<file path="src/rtl/snake_sprite_pkg.sv">
// Shared types and default geometry for the sprite ROM fetch path.
// A tile is 2^(ADDR_W-TILE_W) RGB565 words of the 1024-word sprite ROM.
package snake_sprite_pkg;

  localparam int ADDR_W     = 10;
  localparam int DATA_W     = 16;
  localparam int TILE_W     = 2;
  localparam int TILE_WORDS = 1 << (ADDR_W - TILE_W);

  typedef enum logic [1:0] {
    IDLE,
    STREAM,
    DRAIN
  } fetch_state_t;

  typedef enum logic [1:0] {
    NONE,
    PORT_A,
    PORT_B
  } issuer_t;

endpackage

</file>
<file path="src/rtl/snake_skid_fifo.sv">
// Two-entry {last, data} FIFO feeding the tile-burst sink.
// An empty FIFO passes the incoming word straight to its output.
module snake_skid_fifo #(
  parameter int DATA_W = 16
) (
  input  logic              clk,
  input  logic              reset,
  input  logic              push_i,
  input  logic              push_last_i,
  input  logic [DATA_W-1:0] push_data_i,
  input  logic              pop_i,
  output logic              valid_o,
  output logic              last_o,
  output logic [DATA_W-1:0] data_o,
  output logic [1:0]        count_o
);

  logic [DATA_W:0] mem_q [2];
  logic            rd_ptr_q, rd_ptr_d;
  logic [1:0]      count_q, count_d;
  logic            store, drop, wr_ptr;

  always_comb begin
    valid_o = (count_q != 2'd0) || push_i;
    {last_o, data_o} = (count_q != 2'd0) ? mem_q[rd_ptr_q] : {push_last_i, push_data_i};
    // A word consumed in the same cycle it arrives never needs a slot.
    store    = push_i && !((count_q == 2'd0) && pop_i);
    drop     = pop_i && (count_q != 2'd0);
    wr_ptr   = rd_ptr_q ^ count_q[0];
    count_d  = count_q + 2'(store) - 2'(drop);
    rd_ptr_d = rd_ptr_q ^ drop;
    count_o  = count_q;
  end

  always_ff @(posedge clk) begin
    if (reset) begin
      count_q  <= 2'd0;
      rd_ptr_q <= 1'b0;
    end else begin
      count_q  <= count_d;
      rd_ptr_q <= rd_ptr_d;
    end
  end

  always_ff @(posedge clk) begin
    if (store) begin
      mem_q[wr_ptr] <= {push_last_i, push_data_i};
    end
  end

endmodule

</file>
<file path="src/rtl/snake_sprite_fetch.sv">
// Shares the single-port sprite ROM between the fixed-latency pixel port (A)
// and the backpressured tile-burst port (B), with a starvation guard for B.
module snake_sprite_fetch #(
  parameter int ADDR_W    = snake_sprite_pkg::ADDR_W,
  parameter int DATA_W    = snake_sprite_pkg::DATA_W,
  parameter int TILE_W    = snake_sprite_pkg::TILE_W,
  parameter int MAX_STALL = 8
) (
  input  logic              clk,
  input  logic              reset,
  input  logic              a_req,
  input  logic [ADDR_W-1:0] a_addr,
  output logic              a_gnt,
  output logic              a_rvalid,
  output logic [DATA_W-1:0] a_rdata,
  input  logic              b_start,
  input  logic [TILE_W-1:0] b_tile,
  output logic              b_busy,
  output logic              b_valid,
  input  logic              b_ready,
  output logic [DATA_W-1:0] b_data,
  output logic              b_last,
  output logic              rom_ce,
  output logic              rom_oce,
  output logic              rom_reset,
  output logic [ADDR_W-1:0] rom_ad,
  input  logic [DATA_W-1:0] rom_dout
);

  import snake_sprite_pkg::*;

  localparam int OFF_W   = ADDR_W - TILE_W;
  localparam int STALL_W = $clog2(MAX_STALL + 1);

  fetch_state_t        state_q, state_d;
  issuer_t             tag_q, tag_d;
  logic                tag_last_q, tag_last_d;
  logic [TILE_W-1:0]   tile_q, tile_d;
  logic [OFF_W-1:0]    ptr_q, ptr_d;
  logic [OFF_W:0]      cnt_q, cnt_d;
  logic [STALL_W-1:0]  stall_q, stall_d;

  logic                fifo_valid, fifo_last;
  logic [DATA_W-1:0]   fifo_data;
  logic [1:0]          fifo_count;
  logic                ret_b, b_pop, b_elig, force_b, grant_a, issue_b;
  logic [2:0]          pending;

  snake_skid_fifo #(.DATA_W(DATA_W)) u_fifo (
    .clk         (clk),
    .reset       (reset),
    .push_i      (ret_b),
    .push_last_i (tag_last_q),
    .push_data_i (rom_dout),
    .pop_i       (b_pop),
    .valid_o     (fifo_valid),
    .last_o      (fifo_last),
    .data_o      (fifo_data),
    .count_o     (fifo_count)
  );

  // Words owned by B but not yet consumed: buffered plus the one on the ROM bus.
  always_comb begin
    ret_b   = !reset && (tag_q == PORT_B);
    pending = {1'b0, fifo_count} + {2'b00, (tag_q == PORT_B)};
    b_elig  = (state_q == STREAM) && (pending < 3'd2);
    force_b = (stall_q == STALL_W'(MAX_STALL));
    grant_a = !reset && a_req && !force_b;
    issue_b = !reset && !grant_a && b_elig;
    b_valid = !reset && fifo_valid;
    b_pop   = b_valid && b_ready;
  end

  always_comb begin
    state_d    = state_q;
    tile_d     = tile_q;
    ptr_d      = ptr_q;
    cnt_d      = cnt_q;
    stall_d    = stall_q;
    tag_d      = NONE;
    tag_last_d = 1'b0;

    if (grant_a) begin
      tag_d = PORT_A;
      if (b_elig) begin
        stall_d = stall_q + 1'b1;
      end
    end else if (issue_b) begin
      tag_d      = PORT_B;
      tag_last_d = &ptr_q;
      ptr_d      = ptr_q + 1'b1;
      cnt_d      = cnt_q + 1'b1;
      stall_d    = '0;
    end

    case (state_q)
      IDLE: begin
        if (b_start) begin
          state_d = STREAM;
          tile_d  = b_tile;
          ptr_d   = '0;
          cnt_d   = '0;
          stall_d = '0;
        end
      end
      STREAM: begin
        if (issue_b && (cnt_q == (OFF_W+1)'((1 << OFF_W) - 1))) begin
          state_d = DRAIN;
        end
      end
      DRAIN: begin
        if (pending == {2'b00, b_pop}) begin
          state_d = IDLE;
        end
      end
      default: state_d = IDLE;
    endcase
  end

  always_comb begin
    a_gnt     = grant_a;
    a_rvalid  = !reset && (tag_q == PORT_A);
    a_rdata   = a_rvalid ? rom_dout : '0;
    b_busy    = (state_q != IDLE);
    b_data    = b_valid ? fifo_data : '0;
    b_last    = b_valid && fifo_last;
    rom_ce    = grant_a || issue_b;
    rom_oce   = 1'b1;
    rom_reset = reset;
    rom_ad    = '0;
    if (grant_a) begin
      rom_ad = a_addr;
    end else if (issue_b) begin
      rom_ad = {tile_q, ptr_q};
    end
  end

  always_ff @(posedge clk) begin
    if (reset) begin
      state_q    <= IDLE;
      tag_q      <= NONE;
      tag_last_q <= 1'b0;
      tile_q     <= '0;
      ptr_q      <= '0;
      cnt_q      <= '0;
      stall_q    <= '0;
    end else begin
      state_q    <= state_d;
      tag_q      <= tag_d;
      tag_last_q <= tag_last_d;
      tile_q     <= tile_d;
      ptr_q      <= ptr_d;
      cnt_q      <= cnt_d;
      stall_q    <= stall_d;
    end
  end

endmodule
</file>
<file path="config.mk">
export PLATFORM = sky130hd
export DESIGN_NAME = snake_sprite_fetch
export DESIGN_NICKNAME = d
export VERILOG_FILES = /design/src/rtl/snake_sprite_pkg.sv /design/src/rtl/snake_skid_fifo.sv /design/src/rtl/snake_sprite_fetch.sv
export SDC_FILE = /design/constraint.sdc
export NUM_CORES = 1
export LEC_CHECK = 0
export BUFFER_PORTS_ARGS = -buffer_cell sky130_fd_sc_hd__buf_4
export CORE_UTILIZATION = 57
export DETAILED_ROUTE_END_ITERATION = 12
export MAX_ROUTING_LAYER = met4
export PLACE_DENSITY = 0.85
export SETUP_SLACK_MARGIN = 0.15
export SLEW_MARGIN = 20
export SYNTH_ARGS = -nofsm -noshare
export SYNTH_HDL_FRONTEND = slang
export SYNTH_SLANG_ARGS = --single-unit
</file>
<file path="constraint.sdc">
create_clock -name clk -period 3.5 [get_ports clk]
set_input_delay 0.7 -clock clk [delete_from_list [all_inputs] [get_ports clk]]
set_output_delay 0.7 -clock clk [all_outputs]
set_load 0.05 [all_outputs]
</file>
==> results of run 1 <==
## layer usage
layer | up-vias | global-route usage
met5 | - | -
li1 | 1347 | -
met3 | 7 | 0.05765
met1 | 1312 | 0.2801
met2 | 71 | 0.4327
met4 | 0 | 0.08868
## worst max path at each step
| stage | end | slack, ns | cells past startpoint |
|---|---|---|---|
| floorplan | rom_ad[2] | 0.25 | 6 |
| global placement | rom_ad[3] | 0.50 | 7 |
| detailed placement | rom_ad[6] | 0.38 | 7 |
| CTS | rom_ad[0] | 0.23 | 12 |
| global route | rom_ad[0] | 0.17 | 12 |
| finish | rom_ad[0] | 0.35 | 12 |
## synthesized netlist by cell type, drive strengths merged, types with 9 or more instances
master	count	area [um2]
mux2i	23	230.2
ha	11	137.6
dfxtp	31	620.6
inv	12	45.04
edfxtp	34	1021
nor2	47	176.4
clkbuf	11	41.29
o21ai	11	55.05
and2	17	106.4
nand2	35	133.9
a21oi	27	138.9
nand3	9	45.04
## registers in the layout, summed over array words and instances (netlist names), 2 cells and up
register        flops
u_fifo.mem_q       34
state_q             2
ptr_q               8
stall_q             4
u_fifo.count_o      2
tile_q              2
cnt_q               9
tag_q               2
## power breakdown
part	leakage [nW]	switching, mW	internal (mW)
sequential	0.560	0.00926	0.812
clock	0.0930	0.277	0.339
combinational	1.03	0.166	0.0893
## area by class of cell
cell class,count,area [um2],share of cell area
Sequential cell,65,1642,0.3969
Multi-Input combinational cell,238,1485,0.3590
Timing Repair Buffer,89,668.1,0.1615
Clock buffer,13,180.2,0.04356
Clock inverter,3,22.52,0.005445
Tap cell,72,90.09,0.02178
Inverter,12,48.80,0.01180
## critical path, cell delays in order (launching register included)
cell and delay, ns:
dfxtp_1 0.32, nand2b_2 0.17, inv_1 0.06, ha_1 0.19, inv_1 0.07, ha_1 0.20
nand4bb_1 0.23, a21o_1 0.25, inv_2 0.14, ha_1 0.16, nand2_1 0.06, nand2_1 0.07
buf_4 0.19
## placed cells by master, fill, tap and decap left out, drive strengths merged, types with 5 or more instances in the layout
cell type,instances
a21oi,27
o31ai,5
nand3,9
clkbuf,13
nand2,35
inv,11
nor2,47
nand4,5
and2,17
dfxtp,31
ha,11
buf,89
mux2i,23
edfxtp,34
o21ai,11
## kinds of logic (layout without fill, tap and decap cells)
kind of cell / count (synthesis) / after routing
and+or+nand+nor: 138 / 138
DFF: 65 / 65
xor gates and xnor gates: 6 / 6
AOI/OAI and AO/OA: 59 / 59
adders and majority gates: 11 / 11
muxes: 23 / 23
other: 1 / 1
buffers and inverters: 30 / 117
## what timing repair did
item | in CTS | in global routing
hold buffers | 0 | 0
endpoints found under the setup margin | 0 | 6
gates resized for setup | 0 | 4
==> impl_metrics.env, run 1 <==
export IMPL_outcome="finished clean"
export IMPL_synth_compound_area_frac=0.1110
export IMPL_grt_total_usage=0.2491
export IMPL_relSlewSlack=0.4565
export IMPL_ys_warn_count=0
export IMPL_holdPathEnd="cnt_q[2]$_SDFF_PP0_"
export IMPL_fin_skew_ns=0.01027
export IMPL_irDropWorstVdd_uv=295.7
export IMPL_finalSetupTns_ns=0
export IMPL_wl_per_cell_um=13.89
export IMPL_rr_worst_depth=10
export IMPL_grt_overflow_total=0
export IMPL_worstPathArrival_ns=2.45
export IMPL_wl_met1_mm=2.927
export IMPL_synth_cells=333
export IMPL_synthXorXnorAreaFrac=0.01619
export IMPL_hold_path_class="reg -> reg"
export IMPL_fp_dieW_um=77.46
export IMPL_drv_slew=0
export IMPL_grt_pass1_vias=2538
export IMPL_dpl_cell_area_um2=3921
export IMPL_place_hpwl_mm=4.879
export IMPL_gp_congestion=0.7975
export IMPL_finalSetupViolCount=0
export IMPL_coreArea_um2=5507
export IMPL_utilization=0.7512
export IMPL_drt_pass1_iter_count=4
export IMPL_fin_worst_hold_slack_ns=0.4882
export IMPL_cts_sinks=65
export IMPL_r2r_start="tag_q[0]$_SDFF_PP0_"
export IMPL_route_vias_total=2737
export IMPL_route_met2_wl_mm=3.558
export IMPL_synth_simple_gate_area_share=0.2132
export IMPL_drc=0
export IMPL_async_flop_share=0
export IMPL_max_freq_mhz=317.5
export IMPL_dp_cells=476
export IMPL_hp_start="cnt_q[2]$_SDFF_PP0_"
export IMPL_top_layer="met4"
export IMPL_numCtsBuffers=9
export IMPL_p_leak_nw=1.678
export IMPL_drt_vias_per_instance=5.563
export IMPL_cp_end_kind="output port"
export IMPL_fillers=392
export IMPL_start_util=0.5894
export IMPL_drtIter0Drc=141
export IMPL_cts_tree="built"
export IMPL_synth_edf_count=34
export IMPL_fp_dieH_um=77.46
export IMPL_syn_to_final_growth_pct=27.45
export IMPL_finalCritPeriodShare=0.8998
export IMPL_rows=27
export IMPL_clock_path_buffers=2
export IMPL_maxCapViolCount=0
export IMPL_drive_gt1_frac=0.2738
export IMPL_clk_latency_ns=0.34
export IMPL_pre_cts_ws_ns=0.3824
export IMPL_synth_ff_type="edfxtp_1"
export IMPL_die_area_um2=6000
export IMPL_io_buffers=81
export IMPL_instances_no_fill=492
export IMPL_path_clk_slew_ns=0.07
export IMPL_ys_seq_area_frac=0.5058
export IMPL_finalWorstSetupSlack_ns=0.3505
export IMPL_syn_mean_instance_area_um2=9.747
export IMPL_grt_max_degree=35
export IMPL_totalWireLength_mm=6.833
export IMPL_yosys_area_share_adder=0.04241
export IMPL_finalHoldViolations=0
export IMPL_design_area_um2=4136
export IMPL_antenna_found_initial=0
export IMPL_wl_met3_um=284
export IMPL_timing_rr_end="cnt_q[7]$_SDFF_PP0_"
export IMPL_worstSetupPathType="reg -> out"
export IMPL_diodes=0
export IMPL_period_needed_ns=3.149
export IMPL_cts_root_buffer="clkbuf_8"
export IMPL_cp_max_fo=7
export IMPL_startpoint="tag_q[0]$_SDFF_PP0_"
export IMPL_worst_pin_slew_ns=0.8153
export IMPL_synth_top_family_by_area="simple AND/OR/NAND/NOR gates"
export IMPL_hold_depth=1
export IMPL_r2r_slack_ns=1.09
export IMPL_synthMuxAreaShare=0.07093
export IMPL_crit_required_ns=2.80
export IMPL_synth_area_um2=3246
export IMPL_final_nets=459
export IMPL_synth_nets=377
export IMPL_p_per_area_nw_per_um2=409.0
export IMPL_ys_ff_latch=65
export IMPL_cts_setup_buffers=0
export IMPL_htreeDepth=3
export IMPL_grt_pass1_wl_mm=11.27
export IMPL_finalPower_mw=1.692
export IMPL_crit_path_start_kind="flop"
export IMPL_ys_types=48
export IMPL_ios=83
export IMPL_antenna_left=0
export IMPL_rsz0062_at_grt="false"
Power figures use the tool's default switching activity.
==> run 2, diff against run 1 <==
- MAX_ROUTING_LAYER: met4 -> not set
==> impl_metrics.env, run 2 (synthesized netlist as in run 1, its figures left out) <==
export IMPL_grt_overflow_total=0
export IMPL_path_buf_inv=4
export IMPL_path_clk_slew_ns=0.07
export IMPL_finalWorstSetupSlack_ns=0.3539
export IMPL_drtIter0Drc=138
export IMPL_grt_pass1_vias=2535
export IMPL_drt_vias_per_instance=5.561
export IMPL_pre_cts_ws_ns=0.3824
export IMPL_gp_congestion=0.7865
export IMPL_finalSetupTns_ns=0
export IMPL_cpPeakStageDelay_ns=0.32
export IMPL_worstSetupPathType="reg -> out"
export IMPL_irDropWorstVdd_uv=295.0
export IMPL_clock_path_buffers=2
export IMPL_htreeDepth=3
export IMPL_cts_root_buffer="clkbuf_8"
export IMPL_rows=27
export IMPL_relSlewSlack=0.4510
export IMPL_wl_per_cell_um=13.89
export IMPL_fin_skew_ns=0.01027
export IMPL_route_vias_total=2736
export IMPL_finalSetupViolCount=0
export IMPL_p_per_area_nw_per_um2=408.9
export IMPL_maxCapViolCount=0
export IMPL_layout_common_cells="buf_4, nor2_1, nand2_1, edfxtp_1, dfxtp_1"
export IMPL_finalCritPeriodShare=0.8989
export IMPL_io_buffers=81
export IMPL_path_delay_family="adder cells"
export IMPL_max_freq_mhz=317.9
export IMPL_coreArea_um2=5507
export IMPL_drc=0
export IMPL_final_nets=459
export IMPL_drive_gt1_frac=0.2738
export IMPL_dp_cells=476
export IMPL_numCtsBuffers=9
export IMPL_largest_register="u_fifo.mem_q"
export IMPL_start_util=0.5894
export IMPL_worstPathCellList="nand2b_2 > inv_1 > ha_1 > inv_1 > ha_1 > nand4bb_1 > a21o_1 > inv_2 > ha_1 > nand2_1 > nand2_1 > buf_4"
export IMPL_worst_pin_slew_ns=0.8235
export IMPL_utilization=0.7512
export IMPL_grt_pass1_wl_mm=11.27
export IMPL_antenna_left=0
export IMPL_fp_dieH_um=77.46
export IMPL_fin_worst_hold_slack_ns=0.4880
export IMPL_period_needed_ns=3.146
export IMPL_rsz0062_at_grt="false"
export IMPL_finalHoldViolations=0
export IMPL_cp_max_fo=7
export IMPL_grt_total_usage=0.2428
export IMPL_clk_latency_ns=0.34
export IMPL_path_common_cell="ha_1"
export IMPL_place_hpwl_mm=4.879
export IMPL_dpl_cell_area_um2=3921
export IMPL_totalWireLength_mm=6.835
export IMPL_cp_slowest_cell="dfxtp_1"
export IMPL_final_common_cell="buf_4"
export IMPL_drt_pass1_iter_count=4
export IMPL_syn_to_final_growth_pct=27.45
export IMPL_drv_slew=0
export IMPL_cp_end_kind="output port"
export IMPL_p_leak_nw=1.678
export IMPL_crit_required_ns=2.80
export IMPL_largest_reg_flops=34
export IMPL_cts_setup_buffers=0
export IMPL_instances_no_fill=492
export IMPL_grt_max_degree=35
export IMPL_cts_tree="built"
export IMPL_largestRegisters="u_fifo.mem_q (34), cnt_q (9), ptr_q (8)"
export IMPL_outcome="finished clean"
export IMPL_design_area_um2=4136
export IMPL_diodes=0
export IMPL_ios=83
export IMPL_finalPower_mw=1.691
export IMPL_fp_dieW_um=77.46
export IMPL_worstPathArrival_ns=2.45
export IMPL_antenna_found_initial=0
export IMPL_hold_path_class="reg -> reg"
export IMPL_cts_sinks=65
export IMPL_crit_path_start_kind="flop"
export IMPL_die_area_um2=6000
## run 2: cell counts in the layout (fill, tap and decap cells not counted)
Identical to the previous run, type by type.
## run 2: report_power, final
part / leakage, nW / internal, mW / switching [mW]
Combinational: 1.03 / 0.0893 / 0.166
Clock: 0.0930 / 0.339 / 0.277
Sequential: 0.560 / 0.812 / 0.00927
Total: 1.68 / 1.24 / 0.452
## run 2: layer usage
| metal | global-route usage | share of wire |
|---|---|---|
| met3 | 0.06118 | 0.044 |
| met4 | 0.08868 | 0.010 |
| met1 | 0.2801 | 0.43 |
| met2 | 0.4327 | 0.52 |
| met5 | 0 | 0 |
## run 2: final cells by class
class                      instances  area [um2]
clock buffer                      13       180.2
clock inverter                     3       22.52
fill                             392        1370
inverter                          12       48.80
multi-input combinational        238        1485
sequential                        65        1642
tap                               72       90.09
timing repair buffer              89       668.1
## run 2: final timing paths
check                 startpoint             endpoint  slack [ns]  cells after the start
max          tag_q[0]$_SDFF_PP0_            rom_ad[0]        0.35                     12
min          cnt_q[2]$_SDFF_PP0_  cnt_q[2]$_SDFF_PP0_        0.49                      1
max reg2reg  tag_q[0]$_SDFF_PP0_  cnt_q[7]$_SDFF_PP0_        1.09                     10
min reg2reg  cnt_q[2]$_SDFF_PP0_  cnt_q[2]$_SDFF_PP0_        0.49                      1
## run 2: what timing repair did
action,CTS,global route
gates resized for setup,0,4
endpoints found under the hold margin,0,0
hold buffers,0,0
endpoints found under the setup margin,0,6
## run 2: worst register-to-register path, cell delays in order, from the launching register on
cell,delay (ns)
dfxtp_1,0.32
nand2b_2,0.17
inv_1,0.06
ha_1,0.19
inv_1,0.07
ha_1,0.20
nand4bb_1,0.23
a21o_1,0.25
buf_4,0.19
or4_1,0.50
a21oi_1,0.15
